File: src/rtl/peripheral_msi_slave_port_ahb3.sv
// Slave-side port of the MSI AHB3 interconnect: priority/round-robin arbiter plus address/data muxes.
// Latency: grant registered one cycle after a committed request; address/data muxes are combinational.
// Backpressure: slv_HREADY=0 freezes grant, round-robin pointer and data-phase owner; only that owner sees wait/resp.
module peripheral_msi_slave_port_ahb3 #(
    parameter int PLEN    = 64,
    parameter int XLEN    = 64,
    parameter int MASTERS = 5
) (
    input  logic                        HCLK,
    input  logic                        HRESET,

    input  logic [MASTERS-1:0][2:0]     mstpriority,
    input  logic [MASTERS-1:0]          mstHSEL,
    input  logic [MASTERS-1:0][PLEN-1:0] mstHADDR,
    input  logic [MASTERS-1:0][XLEN-1:0] mstHWDATA,
    output logic [XLEN-1:0]             mstHRDATA,
    input  logic [MASTERS-1:0]          mstHWRITE,
    input  logic [MASTERS-1:0][2:0]     mstHSIZE,
    input  logic [MASTERS-1:0][2:0]     mstHBURST,
    input  logic [MASTERS-1:0][3:0]     mstHPROT,
    input  logic [MASTERS-1:0][1:0]     mstHTRANS,
    input  logic [MASTERS-1:0]          mstHMASTLOCK,
    input  logic [MASTERS-1:0]          mstHREADY,
    output logic [MASTERS-1:0]          mstHREADYOUT,
    output logic [MASTERS-1:0]          mstHRESP,

    input  logic [MASTERS-1:0]          can_switch,
    output logic [MASTERS-1:0]          master_granted,

    output logic                        slv_HSEL,
    output logic [PLEN-1:0]             slv_HADDR,
    output logic [XLEN-1:0]             slv_HWDATA,
    input  logic [XLEN-1:0]             slv_HRDATA,
    output logic                        slv_HWRITE,
    output logic [2:0]                  slv_HSIZE,
    output logic [2:0]                  slv_HBURST,
    output logic [3:0]                  slv_HPROT,
    output logic [1:0]                  slv_HTRANS,
    output logic                        slv_HMASTLOCK,
    output logic                        slv_HREADYOUT,
    input  logic                        slv_HREADY,
    input  logic                        slv_HRESP
);

    localparam int MASTER_BITS = $clog2(MASTERS);
    localparam logic [1:0] HTRANS_IDLE = 2'b00;

    logic [MASTER_BITS-1:0] gnt_idx_q, gnt_idx_d;
    logic [MASTER_BITS-1:0] rr_ptr_q,  rr_ptr_d;
    logic [MASTER_BITS-1:0] dph_idx_q, dph_idx_d;
    logic                   dph_valid_q, dph_valid_d;

    logic                   any_req;
    logic [2:0]             max_prio;
    logic [MASTER_BITS-1:0] winner;
    logic                   found;
    logic [MASTER_BITS-1:0] cand;
    int                     j;
    logic                   switch_ok;

    // Arbitration: highest priority among requesters, ties resolved by first requester after rr_ptr.
    always_comb begin
        any_req  = 1'b0;
        max_prio = 3'd0;
        winner   = gnt_idx_q;
        found    = 1'b0;
        cand     = '0;
        j        = 0;
        for (int m = 0; m < MASTERS; m++) begin
            if (mstHSEL[m]) begin
                any_req = 1'b1;
                if (mstpriority[m] > max_prio) begin
                    max_prio = mstpriority[m];
                end
            end
        end
        for (int k = 1; k <= MASTERS; k++) begin
            j = int'(rr_ptr_q) + k;
            if (j >= MASTERS) begin
                j = j - MASTERS;
            end
            cand = MASTER_BITS'(j);
            if (!found && mstHSEL[cand] && (mstpriority[cand] == max_prio)) begin
                winner = cand;
                found  = 1'b1;
            end
        end
    end

    // The current owner may hand over only when idle or when its port allows release.
    assign switch_ok = ~mstHSEL[gnt_idx_q] | can_switch[gnt_idx_q];

    // Next-state: everything advances only on a ready slave; an empty request set parks the grant.
    always_comb begin
        gnt_idx_d   = gnt_idx_q;
        rr_ptr_d    = rr_ptr_q;
        dph_idx_d   = dph_idx_q;
        dph_valid_d = dph_valid_q;
        if (slv_HREADY) begin
            dph_valid_d = slv_HSEL & slv_HTRANS[1];
            dph_idx_d   = gnt_idx_q;
            if (switch_ok && any_req) begin
                gnt_idx_d = winner;
                rr_ptr_d  = winner;
            end
        end
    end

    // State registers with synchronous reset; a reset mid-transfer drops the data phase.
    always_ff @(posedge HCLK) begin
        if (HRESET) begin
            gnt_idx_q   <= '0;
            rr_ptr_q    <= MASTER_BITS'(MASTERS - 1);
            dph_idx_q   <= '0;
            dph_valid_q <= 1'b0;
        end else begin
            gnt_idx_q   <= gnt_idx_d;
            rr_ptr_q    <= rr_ptr_d;
            dph_idx_q   <= dph_idx_d;
            dph_valid_q <= dph_valid_d;
        end
    end

    // One-hot grant and per-master response routing; only the data-phase owner sees waits/errors.
    always_comb begin
        master_granted = '0;
        master_granted[gnt_idx_q] = 1'b1;
        for (int m = 0; m < MASTERS; m++) begin
            if (dph_valid_q && (MASTER_BITS'(m) == dph_idx_q)) begin
                mstHREADYOUT[m] = slv_HREADY;
                mstHRESP[m]     = slv_HRESP;
            end else begin
                mstHREADYOUT[m] = 1'b1;
                mstHRESP[m]     = 1'b0;
            end
        end
    end

    assign slv_HSEL      = mstHSEL[gnt_idx_q];
    assign slv_HTRANS    = mstHSEL[gnt_idx_q] ? mstHTRANS[gnt_idx_q] : HTRANS_IDLE;
    assign slv_HADDR     = mstHADDR[gnt_idx_q];
    assign slv_HWRITE    = mstHWRITE[gnt_idx_q];
    assign slv_HSIZE     = mstHSIZE[gnt_idx_q];
    assign slv_HBURST    = mstHBURST[gnt_idx_q];
    assign slv_HPROT     = mstHPROT[gnt_idx_q];
    assign slv_HMASTLOCK = mstHMASTLOCK[gnt_idx_q];
    assign slv_HREADYOUT = mstHREADY[gnt_idx_q];

    assign slv_HWDATA    = mstHWDATA[dph_idx_q];
    assign mstHRDATA     = slv_HRDATA;

endmodule
File: config.mk
export PLATFORM = sky130hd
export DESIGN_NAME = peripheral_msi_slave_port_ahb3
export DESIGN_NICKNAME = d
export VERILOG_FILES = /design/src/rtl/peripheral_msi_slave_port_ahb3.sv
export SDC_FILE = /design/constraint.sdc
export NUM_CORES = 1
export LEC_CHECK = 0
export ABC_AREA = 1
export BUFFER_PORTS_ARGS = -buffer_cell sky130_fd_sc_hd__clkbuf_2
export CORE_AREA = 2 2 397 399
export CTS_BUF_LIST = sky130_fd_sc_hd__clkbuf_8
export DETAILED_ROUTE_END_ITERATION = 8
export DIE_AREA = 0 0 399 401
export PLACE_DENSITY = 0.3
export SLEW_MARGIN = 40
export SYNTH_ARGS = -nofsm -noshare
export SYNTH_HDL_FRONTEND = slang
export SYNTH_SLANG_ARGS = --single-unit
File: constraint.sdc
create_clock -name HCLK -period 6.15 [get_ports HCLK]
set_clock_uncertainty 0.2 [all_clocks]
set_input_delay 1.23 -clock HCLK [delete_from_list [all_inputs] [get_ports HCLK]]
set_output_delay 1.23 -clock HCLK [all_outputs]
set_load 0.005 [all_outputs]
# Yosys cells after proc, flatten, opt, wreduce, memory -nomap -nowiden
# Cells that the tools add are included.
# word_totals
memories	0
ramBits	0
mem_bits_ro	0
word_cells	150
regBits	10
latchBits	0
output_inout_bits	223
inputBits	808
# classes
div_mod_pow	0
shifts	0
n_lt_le_gt_ge	18
bitwise	3
addsub	10
multipliers	0
mux	84
n_reduce_logical	22
n_eq_ne	9
# op_table
op	n
binary-select mux 64 bit (select 3 bit)	2
2-to-1 mux 64 bit	2
2-to-1 mux 3 bit	27
binary-select mux 3 bit (select 3 bit)	7
binary-select mux 1 bit (select 3 bit)	10
2-to-1 mux 1 bit	30
less-than comparator 3 x 4 -> 1 bit (second input constant)	7
>= comparator 4 x 3 -> 1 bit (second input constant)	5
logical AND 1 bit	16
== test 3 bit	5
subtractor 3 bit (second input constant)	5
binary-select mux 4 bit (select 3 bit)	1
greater-than comparator 3 bit	4
adder 3 x 2 -> 4 bit (second input constant)	2
adder 3 x 3 -> 4 bit (second input constant)	2
binary-select mux 2 bit (select 3 bit)	1
== test 2 x 3 -> 1 bit (first input constant)	2
adder 3 x 1 -> 4 bit (second input constant)	1
zero test 1 bit	4
2-to-1 mux 2 bit	2
2-to-1 mux 4 bit	1
demux 1 bit (select 3 bit)	1
== test 1 x 3 -> 1 bit (first input constant)	1
== test 3 bit (first input constant)	1
7 further kinds	7

# Logic depth before layout (Yosys ltp)
# Gate-level depths: netlist of the first run.
# depth
word_depth	34
mapped_depth	44
depth_no_buf	44

# Worst setup path before layout of the first run
# Ideal clock, no wire load.
# synth_timing
kind	input to register
from	in mstpriority[2] (netlist name)
to	reg gnt_idx_q[2]
n_path_buf	0
setup_slack_ns	0.288
cell_stages	41
setup_time_ns	0.066
arrival_ns	5.596
t_required_ns	5.884
cell_sequence	nand2_1 ha_1 nand3_1 nand2_1 nand3_1 nand2_1 nand2_1 ha_1 nand2_1 o21ai_2 nand3_1 inv_1 nand2_1 nand2_1 inv_1 ha_1 nand2_1 o21ai_2 (+5 left out) nand3_1 nand2_1 inv_1 nand2_1 inv_1 nand2_1 nand2_1 nand2_1 nand2_2 nand3_4 nand2_4 nor2_4 nand3_2 nand2_1 inv_1 nand2_1 nand2_1 a21oi_2
# synth_between
elab_chain_cells	34
elab_cells_between_ends	52
cone_classes	order compare (5); eq/ne (5); mux (29); reduce/logical (13)
# synth_lines
item	line	source
start, declared	12	input logic [MASTERS-1:0][2:0] mstpriority,
greater-than comparator 3 x 1 -> 1 bit	72	if (mstpriority[m] > max_prio) begin
2-to-1 mux 3 bit	72	
2-to-1 mux 3 bit	70	if (mstHSEL[m]) begin
greater-than comparator 3 bit	72	
2-to-1 mux 3 bit	72	
2-to-1 mux 3 bit	70	
greater-than comparator 3 bit	72	
2-to-1 mux 3 bit	72	
(+15 left out)	n/a	
logical AND 1 bit (2 in a row)	83	if (!found && mstHSEL[cand] && (mstpriority[cand] == max_prio)) begin
2-to-1 mux 1 bit	83	
zero test 1 bit	83	
logical AND 1 bit (2 in a row)	83	
2-to-1 mux 1 bit	83	
zero test 1 bit	83	
logical AND 1 bit (2 in a row)	83	
2-to-1 mux 3 bit (*)	83	
end signal, assigned	117	gnt_idx_q <= gnt_idx_d;
end, declared	48	logic [MASTER_BITS-1:0] gnt_idx_q, gnt_idx_d;
# Mark *: on every way between the ends. The rest lies on a longest branch, timed or not. The select of a mux whose other input is x is not followed.
# A chain may end at the register's enable or synchronous reset.

# Worst setup path in the final report of the first run
# layout_timing
from	in mstpriority[1] (netlist name)
to	reg gnt_idx_q[2]
# Same word-level chain as after synthesis.

==> impl.org, run 1 <==
** Layout
- Ratio of cells with drive above 1 in the final layout :: 47.53%
- After the last flow step, the layout net total stands at 3177.
- Growth of design area from synthesis to finish :: 94.90%
- Count of placed standard cells in the final layout, fillers left out :: 4405
- At the end of the flow the core is filled with cells to 9.860%.
- Fin area :: 0.01535 sq mm
- Counting the fill cells in the layout gives 18720.

** Timing
- Setup violations remaining at the end of the flow were counted as 0.
- In this run the tightest slew margin relative to its limit is 42.08%.
- The final count of pins violating max slew is 0.
- In the post-route analysis, the smallest setup slack over all paths is 287.7 ps.
- In the finished design, the share of the clock period the worst path needs comes to 95.32%.
- The count of endpoints failing hold in the final timing report came to 0.
- Adding up every negative setup slack in the final design gives 0 ps.
- Worst hold margin :: 431.4 ps
- Static timing analysis puts the maximum clock frequency at 0.1706 GHz.
- The worst path in the final design needs a cycle of 5862 ps, including I/O delays and setup.
- Slew at the pin closest to its max-slew limit :: 868.9 ps

** Synth
- Multiplexer cells account for 0% of the synthesized area.
- For this run, the number of Yosys warnings is 0.
- Flops & latches, synth :: 8
- Main combinational cell family by area after synthesis :: simple AND/OR/NAND/NOR gates
- Distinct cells, synth :: 45
- Sequential cells were found to cover 2.034% of the synthesized design area.
- In this run the mean area of a mapped cell was 5.181 sq um.
- XOR/XNOR Fraction of Synth Area :: 0.5561%
- Adder-cell share of the synthesized area :: 3.750%
- Compound-gate portion of the synthesized area :: 20.89%
- Counting every instance in the synthesized netlist gives 1520.
- The synthesized netlist devotes 58.20% of its cell area to simple gates.
- Mapped Area :: 0.007875 sq mm
- Net count after synthesis :: 2351

** GRT
- The initial antenna violation count is 18.
- The total overflow left after global routing is 0.
- Overall routing resource usage :: 12.28%
- Number of global-route vias before repair :: 14420
- First-pass GRT wire length :: 132.8 mm
- Pin count of the biggest net entering global routing :: 75

** CTS
- Register clock-pin slew on the reported worst setup and hold paths :: 50 ps
- Clock sink count :: 8
- # H-tree levels :: 1
- Number of buffers on the longest clock path :: 2
- In this run, CTS created clock tree buffers numbering 3.
- TritonCTS clock tree :: built
- Root buf cell :: clkbuf_8
- Clk_lat worst skew :: 230 ps

** Floorplanning
- The die covers 0.1600 sq mm.
- The total area inside the core boundary comes to 0.1557 sq mm.
- Top-level I/O count :: 1031
- Floorplan die height :: 401 um
- Placement Rows :: 145
- Once the floorplan was initialized, standard cells occupied 5.059% of the core.
- Horizontal die dimension :: 399 um

** Placed design
- HPWL after DPL :: 93.30 mm
- Final weighted congestion in routability-driven placement :: 0.9262
- Cell area after placement :: 0.01474 sq mm
- At the placement stage, the worst setup path has a slack of -469.5 ps.
- Number of cells in the design after placement :: 4388
- Input and output buffers added on the ports amount to 902.

** Setup path
- The most numerous cell type found on the critical path is nand2_4.
- Category of the worst setup path launch point :: primary input
- Critical path endpoint category :: register
- R2R Path End :: gnt_idx_q[1]
- WP data required :: 6110 ps
- In this run the critical register-to-register path is launched from gnt_idx_q[1].
- Startpoint-to-endpoint class of the critical path :: in2reg
- The worst register-to-register path has a setup slack of 1550 ps.
- Worst path slowest cell :: ha_4
- Startpoint of the worst setup timing path :: mstpriority[1]
- Longest individual stage delay on the worst path :: 280 ps
- For the worst setup path, the data arrival time is 5830 ps.
- For the worst flop-to-flop path, the logic depth is 15.
- Crit Path Max Fanout :: 6

** Power and ir drop
- Dividing total power by cell area gives a power density of 484.2 mW/mm^2.
- In this run, the clock network consumes 0.9% of the power.
- Worst vdd rail ir drop :: 0.4273 mV
- Fraction of power spent switching nets :: 69.15%
- PnR Total Power :: 7.432 mW
- Sequential power share :: 1.6%
- Internal :: 2.293 mW
- For this design the total switching power over the nets is 5.139 mW.
- LEAKAGE :: 7.409 nW
- Combinational share of power :: 97.5%

** Worst hold path
- Min-Delay Path Depth :: 2
- The path with the worst hold slack has its endpoint at dph_valid_q.
- Critical hold path startpoint :: dph_valid_q
- Class of the tightest hold or removal check :: reg2reg

** Detailed routing
- Across all layers, the routed design uses 14400 vias.
- Dividing the detail-routed wire length by the instance count gives 23.76 um.
- For this block, the initial DRC count from the detailed router was 1021.
- The first detailed-routing pass took 5 iterations.
- For this run, design rule violations remaining after detail routing come to 0.
- The final layout contains routed wiring with a total length of 104.7 mm.
- Routed via count divided by cell count :: 3.270
- Number of antenna-violating nets in the routed design :: 0

** Run
- Max-cap violations in this run came to 0.

** Run status
- Result of the run :: complete, no violations
cell type report:
| class | count | area [sq um] | share of cell area [%] |
|---|---|---|---|
| Multi-Input combinational cell | 1280 | 7067 | 46.04 |
| Timing Repair Buffer | 981 | 5214 | 33.97 |
| Tap cell | 2058 | 2575 | 16.78 |
| Inverter | 72 | 284.0 | 1.850 |
| Sequential cell | 8 | 160.2 | 1.043 |
| Clock buffer | 3 | 41.29 | 0.2690 |
| Antenna cell | 3 | 7.507 | 0.04891 |
power groups by stage:
| stage | Combinational, mW | Sequential, mW | Clock [mW] |
|---|---|---|---|
| after floorplan | 3.28 | 0.0927 | 0 |
| after global placement | 7.20 | 0.123 | 0 |
| after detailed placement | 7.16 | 0.124 | 0 |
| after CTS | 7.27 | 0.123 | 0.0685 |
| after global routing | 7.94 | 0.125 | 0.0720 |
| final | 7.25 | 0.121 | 0.0648 |
critical path, delay by kind of cell:
| family | cells | cell delay [ps] |
|---|---|---|
| buf+inv | 5 | 500 |
| fa+ha+maj | 4 | 1080 |
| simple gates | 26 | 2300 |
| compound gates | 5 | 700 |
worst max path at each step:
stage	to	cells past startpoint
3_5_place_dp	rr_ptr_q[2]	39
2_1_floorplan	gnt_idx_q[2]	41
5_1_grt	gnt_idx_q[1]	40
6_report	gnt_idx_q[2]	40
4_1_cts	rr_ptr_q[2]	38
3_3_place_gp	gnt_idx_q[2]	40
logic make-up after synthesis:
family          Yosys count
fa+ha+maj                23
xor+xnor                  5
compound gates          220
flops                     8
simple gates           1032
buf+inv                 232
registers in the layout (all words and copies together) (netlist names):
name and count:
dph_idx_q 3, rr_ptr_q 1, gnt_idx_q 3, dph_valid_q 1
layer usage:
metal  GRT usage (%)  routed length, um  up-vias
met2           19.70              47690      698
met1           13.95              39880     6779
met3           7.094              14550       64
met5          0.4540                 38        -
met4           2.665               2502        6
li1                -                  -     6856
placed cells by master (no fill, tap or decap), drive strengths merged, types with 3 or more instances in the layout:
cell type  synthesis  layout
o21ai             33      33
diode              0       3
nand2            717     717
a21oi             18      18
a22oi             77      77
nor2              33      33
nand3            112     112
dfxtp              8       8
clkinv             3       3
inv               69      69
a221oi             3       3
nor4               4       4
ha                22      22
a22o              65      65
nand4            155     155
clkbuf            77     902
buf               83      82
xor2               3       3
nor3               8       8
o211ai            19      19
synthesized netlist by cell type, drive strengths merged:
master,number,area (sq um)
o2111ai,1,8.760
clkinv,3,11.26
o21ai,33,191.4
o221ai,1,8.760
ha,22,275.3
nand3b,2,18.77
clkbuf,77,289.0
inv,69,261.5
a221oi,3,26.28
nand2,717,2739
nand4,155,984.7
nor2,33,146.4
and2,1,6.260
xnor2,2,17.52
xor2,3,26.28
o31ai,2,15.01
buf,83,585.6
a22o,65,569.3
nor3,8,45.04
a211oi,1,7.510
a21oi,18,97.60
dfxtp,8,160.2
nand3,112,618.1
fa,1,20.02
a22oi,77,578.1
nor4,4,25.02
o211ai,19,142.6
timing repair:
action,CTS,global route
hold buffers,0,0
buffers inserted,5,6
endpoints found under the setup margin,4,4
endpoints found under the hold margin,0,0
pin swaps,11,44
gates resized for setup,22,92
(Power assumes the default switching activity.)
==> run 2: changes to the inputs <==
- ABC_AREA: 1 -> unset
- CORE_AREA: 2 2 397 399 -> 2 2 401 403
- DIE_AREA: 0 0 399 401 -> 0 0 403 405
==> run 2 against run 1 <==
Against the previous run: the run now ends with setup timing left; via count decreased by 3.6%; design area increased by 12%; register-to-register slack got worse by 430 ps; die area increased by 2.0%; critical endpoint unchanged; routed wire length increased by 0.61%; largest cell class unchanged; sequential share of layout area about the same; synthesized cell count decreased by 18%; setup slack got worse by 1200 ps.
==> impl.org, run 2 <==
** Setup path
- WP data required :: 6070 ps
- For flop-to-flop paths, the worst setup slack is 1120 ps.
- The worst setup path is launched from a primary input.
- The largest single stage delay on the critical path is 550 ps.
- The startpoint identified for the worst register-to-register timing path is gnt_idx_q[0].
- The largest individual stage delay along the critical path comes from the cell or4b_4.
- Startpoint-to-endpoint class of the critical path :: in2reg
- Counting cells, the worst reg-to-reg path comes to 13.
- In this run the worst path has a maximum fanout of 6.
- Critical Path AT :: 6970 ps
- Critical path endpoint category :: register
- R2R Path End :: gnt_idx_q[2]

** Timing
- The count of endpoints failing hold in the final timing report came to 0.
- Unrepaired setup endpoints after global routing :: true
- Based on the critical path, the design can be clocked at up to 0.1419 GHz.
- Total count of max-transition violations in the final report :: 0
- Setup violations remaining at the end of the flow were counted as 4.
- For the pin with the worst max-slew slack, the measured transition is 962.5 ps.
- Fin worst setup slack :: -899.4 ps
- Period Utilization, post-route :: 114.6%
- Worst hold margin :: 382.1 ps
- The worst pin sits at a relative slew slack of 35.15%.
- Post-layout min period :: 7049 ps

** Synth
- Flops & latches, synth :: 8
- The largest total area in the synthesized netlist belongs to mux4_2.
- A synthesized cell averages 7.491 sq um.
- Of all flip-flops after synthesis, the portion carrying an async set or reset was 0%.
- Yosys warning count :: 0
- Synthesis produced 1252 cells.
- Mapped Area :: 0.009379 sq mm
- The most common cell in the synthesized netlist is nand2_1.
- Commonest register cell after synthesis :: dfxtp_1
- Distinct cells, synth :: 87
- Most instantiated cells after synthesis :: nand2_1 (152), inv_1 (128), o21ai_0 (126), mux4_2 (117), clkbuf_1 (78)
- Net count after synthesis :: 2083
- The top cell type by area accounts for 28.09% of the synthesized area.
- Cell types occupying the most area after synthesis :: mux4_2 (28%), mux2i_1 (7.0%), o21ai_0 (6.7%)
- The synthesized design contains 0 enable-type register cells.
- Sequential cells were found to cover 1.708% of the synthesized design area.

** GRT
- The number of global-route vias before repair was 13740.
- GR Layer Usage met2 :: 19.59%
- For met1 alone, demand over resource in global routing was 13.90%.
- Busiest metal layer after global routing :: met2
- The initial antenna violation count came to 25.
- Global routing consumed, on the met3 layer, 6.040% of the routing resources.
- Pin count of the biggest net entering global routing :: 62
- First-pass GRT wire length :: 131.8 mm
- After global routing the overflow that remains totals 0.
- Overall routing resource usage :: 12.02%

** Detailed routing
- Routed WL per cell :: 25.02 um
- Vias after detailed routing :: 13880
- Number of design rule violations left after detail routing :: 0
- The first routing iteration left 943 violations.
- Pre-Repair DR Iteration Count :: 5
- Using the TritonRoute via totals, the vias-per-cell ratio works out to 3.297.
- Overall routed net length :: 105.3 mm
- The detail route stage leaves a number of antenna-violating nets equal to 0.

** Power and ir drop
- In this run the static leakage power is 7.429 nW.
- Net switching is 61.70% of the power.
- Clk network pwr share :: 1.2%
- Sequential cells burn 2.1% of the power.
- For this design the ratio of total power to cell area is 375.1 mW/mm^2.
- IR analysis of the VDD net gives a maximum drop of 0.1323 mV.
- Combinational logic burns 96.7% of the power.
- Reported net switching power :: 3.987 mW
- Internal :: 2.475 mW

** Floorplanning
- The floorplan step set the die width to 403 um.
- Area inside the core boundary :: 0.1593 sq mm
- Effective utilization at floorplan :: 5.888%
- Row generation in the floorplan step produced 147 rows.
- 1031 I/O pins were placed.
- From bottom edge to top edge, the die measures 405 um.
- The floorplan step defined a die boundary enclosing 0.1632 sq mm.

** Run status
- The run finished, with violations left.
- The checks that failed: setup timing.

** Run
- Max-cap violations in this run came to 0.

** Layout
- The library cells used most frequently in the layout, excluding fill and tap cells, are clkbuf_2 (900), nand2_1 (145), inv_1 (127).
- Final layout net count :: 2947
- Compared with the post-synthesis result, the final layout area differs by 83.68%.
- Leaving out fill and tap cells, the most frequent cell in the layout is clkbuf_2.
- Largest regs :: dph_idx_q x3, gnt_idx_q x3
- Ratio of cells with drive above 1 in the final layout :: 59.57%
- Fin area :: 0.01723 sq mm

** CTS
- TritonCTS clock tree :: built
- The clock passes through at most 2 buffers.
- For this design, the sink count on the clock tree is 8.
- # H-tree levels :: 1
- Clock-pin slew was measured on the worst setup and hold paths at 60 ps.
- Root buf cell :: clkbuf_8
- For the worst-skew pair, the clock arrives at the later sink with an insertion delay of 250 ps.
- CTS buffer count :: 3

** Placed design
- In this run the cell area measured after placement is 0.01667 sq mm.
- Port buffering added 902 buffers.
- The congestion estimate from routability-driven global placement came to 0.8585.
- HPWL after DPL :: 95.35 mm
- Worst setup timing slack at the placement stage :: -1587 ps

** Worst hold path
- Min-Delay Path Depth :: 2
- Endpoint with the worst hold slack :: dph_valid_q
- Critical hold path startpoint :: dph_valid_q
- In this run the worst hold path is classified as reg2reg.
[run 2: worst max-delay path by stage]
stage                         from           end  slack (ps)  cells after the start
finish              mstpriority[1]  gnt_idx_q[2]        -900                     33
global route        mstpriority[1]  gnt_idx_q[2]       -1160                     34
CTS                 mstpriority[1]  gnt_idx_q[2]        -790                     33
detailed placement      mstHSEL[0]  gnt_idx_q[2]       -1590                     29
global placement        mstHSEL[0]  gnt_idx_q[2]       -1600                     29
floorplan               mstHSEL[0]  gnt_idx_q[2]        -930                     31
[run 2: layer usage]
metal  wire, um  share of wire, %
met5        318              0.30
met4       2645               2.5
met3      13140                12
met2      49250                47
met1      39940                38
[run 2: power groups by stage]
stage / logic (mW) / registers, mW / clock network, mW
floorplan: 3.06 / 0.0795 / 0
finish: 6.25 / 0.137 / 0.0787
CTS: 6.32 / 0.145 / 0.0871
detailed placement: 6.18 / 0.146 / 0
global placement: 6.24 / 0.147 / 0
global route: 6.78 / 0.146 / 0.0896
[run 2: kinds of logic (layout without fill, tap and decap cells)]
group / count (synthesis) / count (layout) / synth area share [%]
DFF: 8 / 8 / 1.708
muxes: 194 / 194 / 36.46
other: 0 / 8 / 0
AOI/OAI and AO/OA: 384 / 384 / 26.39
xor gates and xnor gates: 7 / 7 / 0.6537
adders and majority gates: 23 / 23 / 3.148
and+or+nand+nor: 337 / 337 / 16.90
buffers and inverters: 299 / 1162 / 14.74
[run 2: metrics by stage]
| step | total power, mW | utilization (%) | std cells | setup TNS (ps) |
|---|---|---|---|---|
| floorplan | 3.140 | - | 1252 | -3592 |
| global placement | 6.385 | 10.46 | 4176 | -6294 |
| detailed placement | 6.329 | 10.47 | 4176 | -6252 |
| CTS | 6.555 | 10.72 | 4197 | -3059 |
| global route | 7.015 | 10.81 | 4206 | -4509 |
| finish | 6.462 | 10.82 | 4209 | -3402 |
[run 2: timing repair]
action	CTS	global route
gates resized for setup	44	18
cloned	0	0
pin swaps	33	31
endpoints found under the setup margin	4	4
hold buffers	0	0
buffers inserted	17	4
[run 2: area by class of cell]
cell class                      count  area (sq um)
Sequential cell                     8         180.2
Antenna cell                        8         20.02
Multi-Input combinational cell    945          8309
Fill cell                       18760        142100
Timing Repair Buffer             1030          5583
Inverter                          128         480.5
Clock inverter                      1         3.754
Clock buffer                        3         41.29
Tap cell                         2086          2610
[run 2: worst max-delay path, delay by kind of cell]
family | cells | cell delay [ps]
AOI/OAI and AO/OA | 10 | 1700
and+or+nand+nor | 13 | 2330
adders and majority gates | 4 | 960
buffers and inverters | 6 | 750
==> run 3: changes to the inputs <==
- CTS_BUF_LIST: sky130_fd_sc_hd__clkbuf_8 -> sky130_fd_sc_hd__clkbuf_2
==> run 3 against run 2 <==
Against the previous run: the flow still finishes with violations (setup timing); setup slack better by 72 ps; via count is 0.27% higher; critical path depth stayed put; total power hardly changed; sequential power hardly changed; die area stayed put; routed wire length hardly changed; largest cell class unchanged.
==> impl.org, run 3 (same netlist as run 2, synthesis figures left out) <==
** Worst hold path
- The tightest min-delay check is of the reg2reg type.
- Critical hold path startpoint :: dph_valid_q

** CTS
- TritonCTS built the clock tree.
- Clock sink count :: 8
- Clock-pin slew was measured on the worst setup and hold paths at 140 ps.
- Counting along the longest clock path gives a buffer depth of 2.
- # H-tree levels :: 1
- At the later pin of the worst-skew pair, clock insertion delay measures 300 ps.
- Number of hold buffers added after CTS :: 0
- In this run the clock root is driven by a clkbuf_2.
- CTS buffer count :: 3

** Floorplanning
- In this run the count of I/O pins placed on the die edge is 1031.
- Placement Rows :: 147
- The region available for standard cell placement spans 0.1593 sq mm.
- Effective utilization at floorplan :: 5.888%
- Measured along the y axis, the die boundary spans 405 um.
- Horizontal die dimension :: 403 um
- Area enclosed by the die boundary :: 0.1632 sq mm

** Setup path
- Startpoint-to-endpoint class of the critical path :: in2reg
- STA classifies the critical path endpoint as a register.
- Worst R2R Start :: gnt_idx_q[0]
- WP data required :: 6130 ps
- R2R Path End :: gnt_idx_q[2]
- Of all nets on the critical path, the largest fanout is 6.
- Measured in cells, the most critical reg-to-reg path has a length of 13.
- The most critical setup path has its endpoint at gnt_idx_q[2].
- The critical path starts at mstpriority[1].
- Longest individual stage delay on the worst path :: 550 ps
- Category of the worst setup path launch point :: primary input
- Critical Path AT :: 6960 ps
- Worst R2R Setup Slack :: 1110 ps
- Worst path slowest cell :: or4b_4

** Run status
- The checks that failed: setup timing.
- The run finished, with violations left.

** Layout
- Leaving out fill and tap cells, the most frequent cell in the layout is clkbuf_2.
- The largest registers in the layout are dph_idx_q x3, gnt_idx_q x3.
- Compared with the post-synthesis result, the final layout area differs by 83.64%.
- Ratio of cells with drive above 1 in the final layout :: 59.71%
- The layout has 18770 filler cells.
- Commonest cells after routing, fill and taps aside :: clkbuf_2 (904), nand2_1 (145), inv_1 (126)
- Once layout is complete, the utilization of the core stands at 10.81%.
- Final layout net count :: 2949

** Timing
- Slew at the pin closest to its max-slew limit :: 963.7 ps
- Period Utilization, post-route :: 113.5%
- Setup tns final :: -3106 ps
- Final setup viols :: 4
- Measured against its own limit, the worst slew margin works out to 35.08%.
- F_max :: 0.1433 GHz
- Final hold violations :: 0
- Once routing completed, OpenROAD measured the worst setup slack at -827.7 ps.
- Post-layout min period :: 6978 ps
- Unrepaired setup endpoints after global routing :: true
- Total count of max-transition violations in the final report :: 0

** GRT
- The global routing stage identified its most utilized layer as met2.
- The number of global-route vias before repair was 13750.
- Overall routing resource usage :: 12.02%
- Global routing consumed, on the met2 layer, 19.58% of the routing resources.
- Entering global routing, the biggest net connects 62 pins.
- GRT met1 Usage :: 13.89%
- Global routing usage on met3 :: 6.040%
- The first global-routing pass estimated 131.8 mm of wire.
- Initial antenna violation count :: 25
- Global routing finished with a remaining overflow of 0.

** Detailed routing
- Dividing the detail-routed via count by the number of cells gives 3.304.
- Number of antenna-violating nets in the routed design :: 0
- In the routed design, unresolved DRC markers number 0.
- Dividing the detail-routed wire length by the instance count gives 25.02 um.
- The first TritonRoute pass finished after 5 iterations.
- For this block, the initial DRC count from the detailed router was 853.
- Overall routed net length :: 105.4 mm
- Vias after detailed routing :: 13920

** Power and ir drop
- The analysis attributes to cell leakage a power of 7.428 nW.
- In this run the power density over the cells is 374.9 mW/mm^2.
- The worst-case IR drop observed on VDD is 0.1328 mV.

** Placed design
- The congestion estimate from routability-driven global placement came to 0.8585.
- Input and output buffers added on the ports amount to 902.
- Detailed placement finished with a half-perimeter wire length of 95.35 mm.

** Run
- Max-cap violations in this run came to 0.
==> run 3: through the flow <==
stage	setup slack [ps]	hold slack, ps	std cells	area [sq um]	power [mW]
after floorplan	-930.9	285.8	1252	9594	3.140
after global placement	-1599	347.6	4176	16660	6.385
after detailed placement	-1587	374.4	4176	16670	6.329
after CTS	-681.4	396.7	4199	17080	6.545
after global routing	-1054	460.5	4208	17220	7.007
final	-827.7	392.7	4211	17220	6.458
==> run 3: worst min path at each step <==
stage / endpoint / slack, ps / cells past startpoint
detailed placement: dph_valid_q / 370 / 2
CTS: dph_valid_q / 400 / 2
finish: dph_valid_q / 390 / 2
floorplan: dph_valid_q / 290 / 2
global placement: dph_valid_q / 350 / 2
global route: dph_valid_q / 460 / 2
==> run 3: cell type report <==
class	count	area, sq um	area share (%)
well taps	2086	2610	15.15
repair buffers	1032	5602	32.52
diodes	8	20.02	0.1162
flip-flops and latches	8	180.2	1.046
multi-input cells	945	8312	48.26
inverters	128	480.5	2.789
clock buffers	4	20.02	0.1162
==> run 3: what timing repair did <==
action                     4_1_cts  5_1_grt
setup endpoints to repair        4        4
gates resized for setup         45       19
pin swaps                       33       29
cloned                           0        0
buffers inserted                19        4
==> run 3: layer usage <==
metal / share of wire, % / vias to the layer above
met1: 39 / 6706
li1: - / 6347
met2: 47 / 778
met4: 2.5 / 14
met3: 12 / 70
met5: 0.30 / -
==> run 3: worst max-delay path: cells and delay by family <==
family	cells	cell delay, ps
compound gates	10	1680
buf+inv	6	750
simple gates	13	2320
fa+ha+maj	4	960
==> run 3: where the power goes <==
group	internal [mW]	switching (mW)	leakage (nW)	total (mW)
clock network	0.0172	0.0327	0.0167	0.0500
logic	2.38	3.89	7.34	6.27
registers	0.0704	0.0659	0.0695	0.136
total	2.47	3.99	7.43	6.46
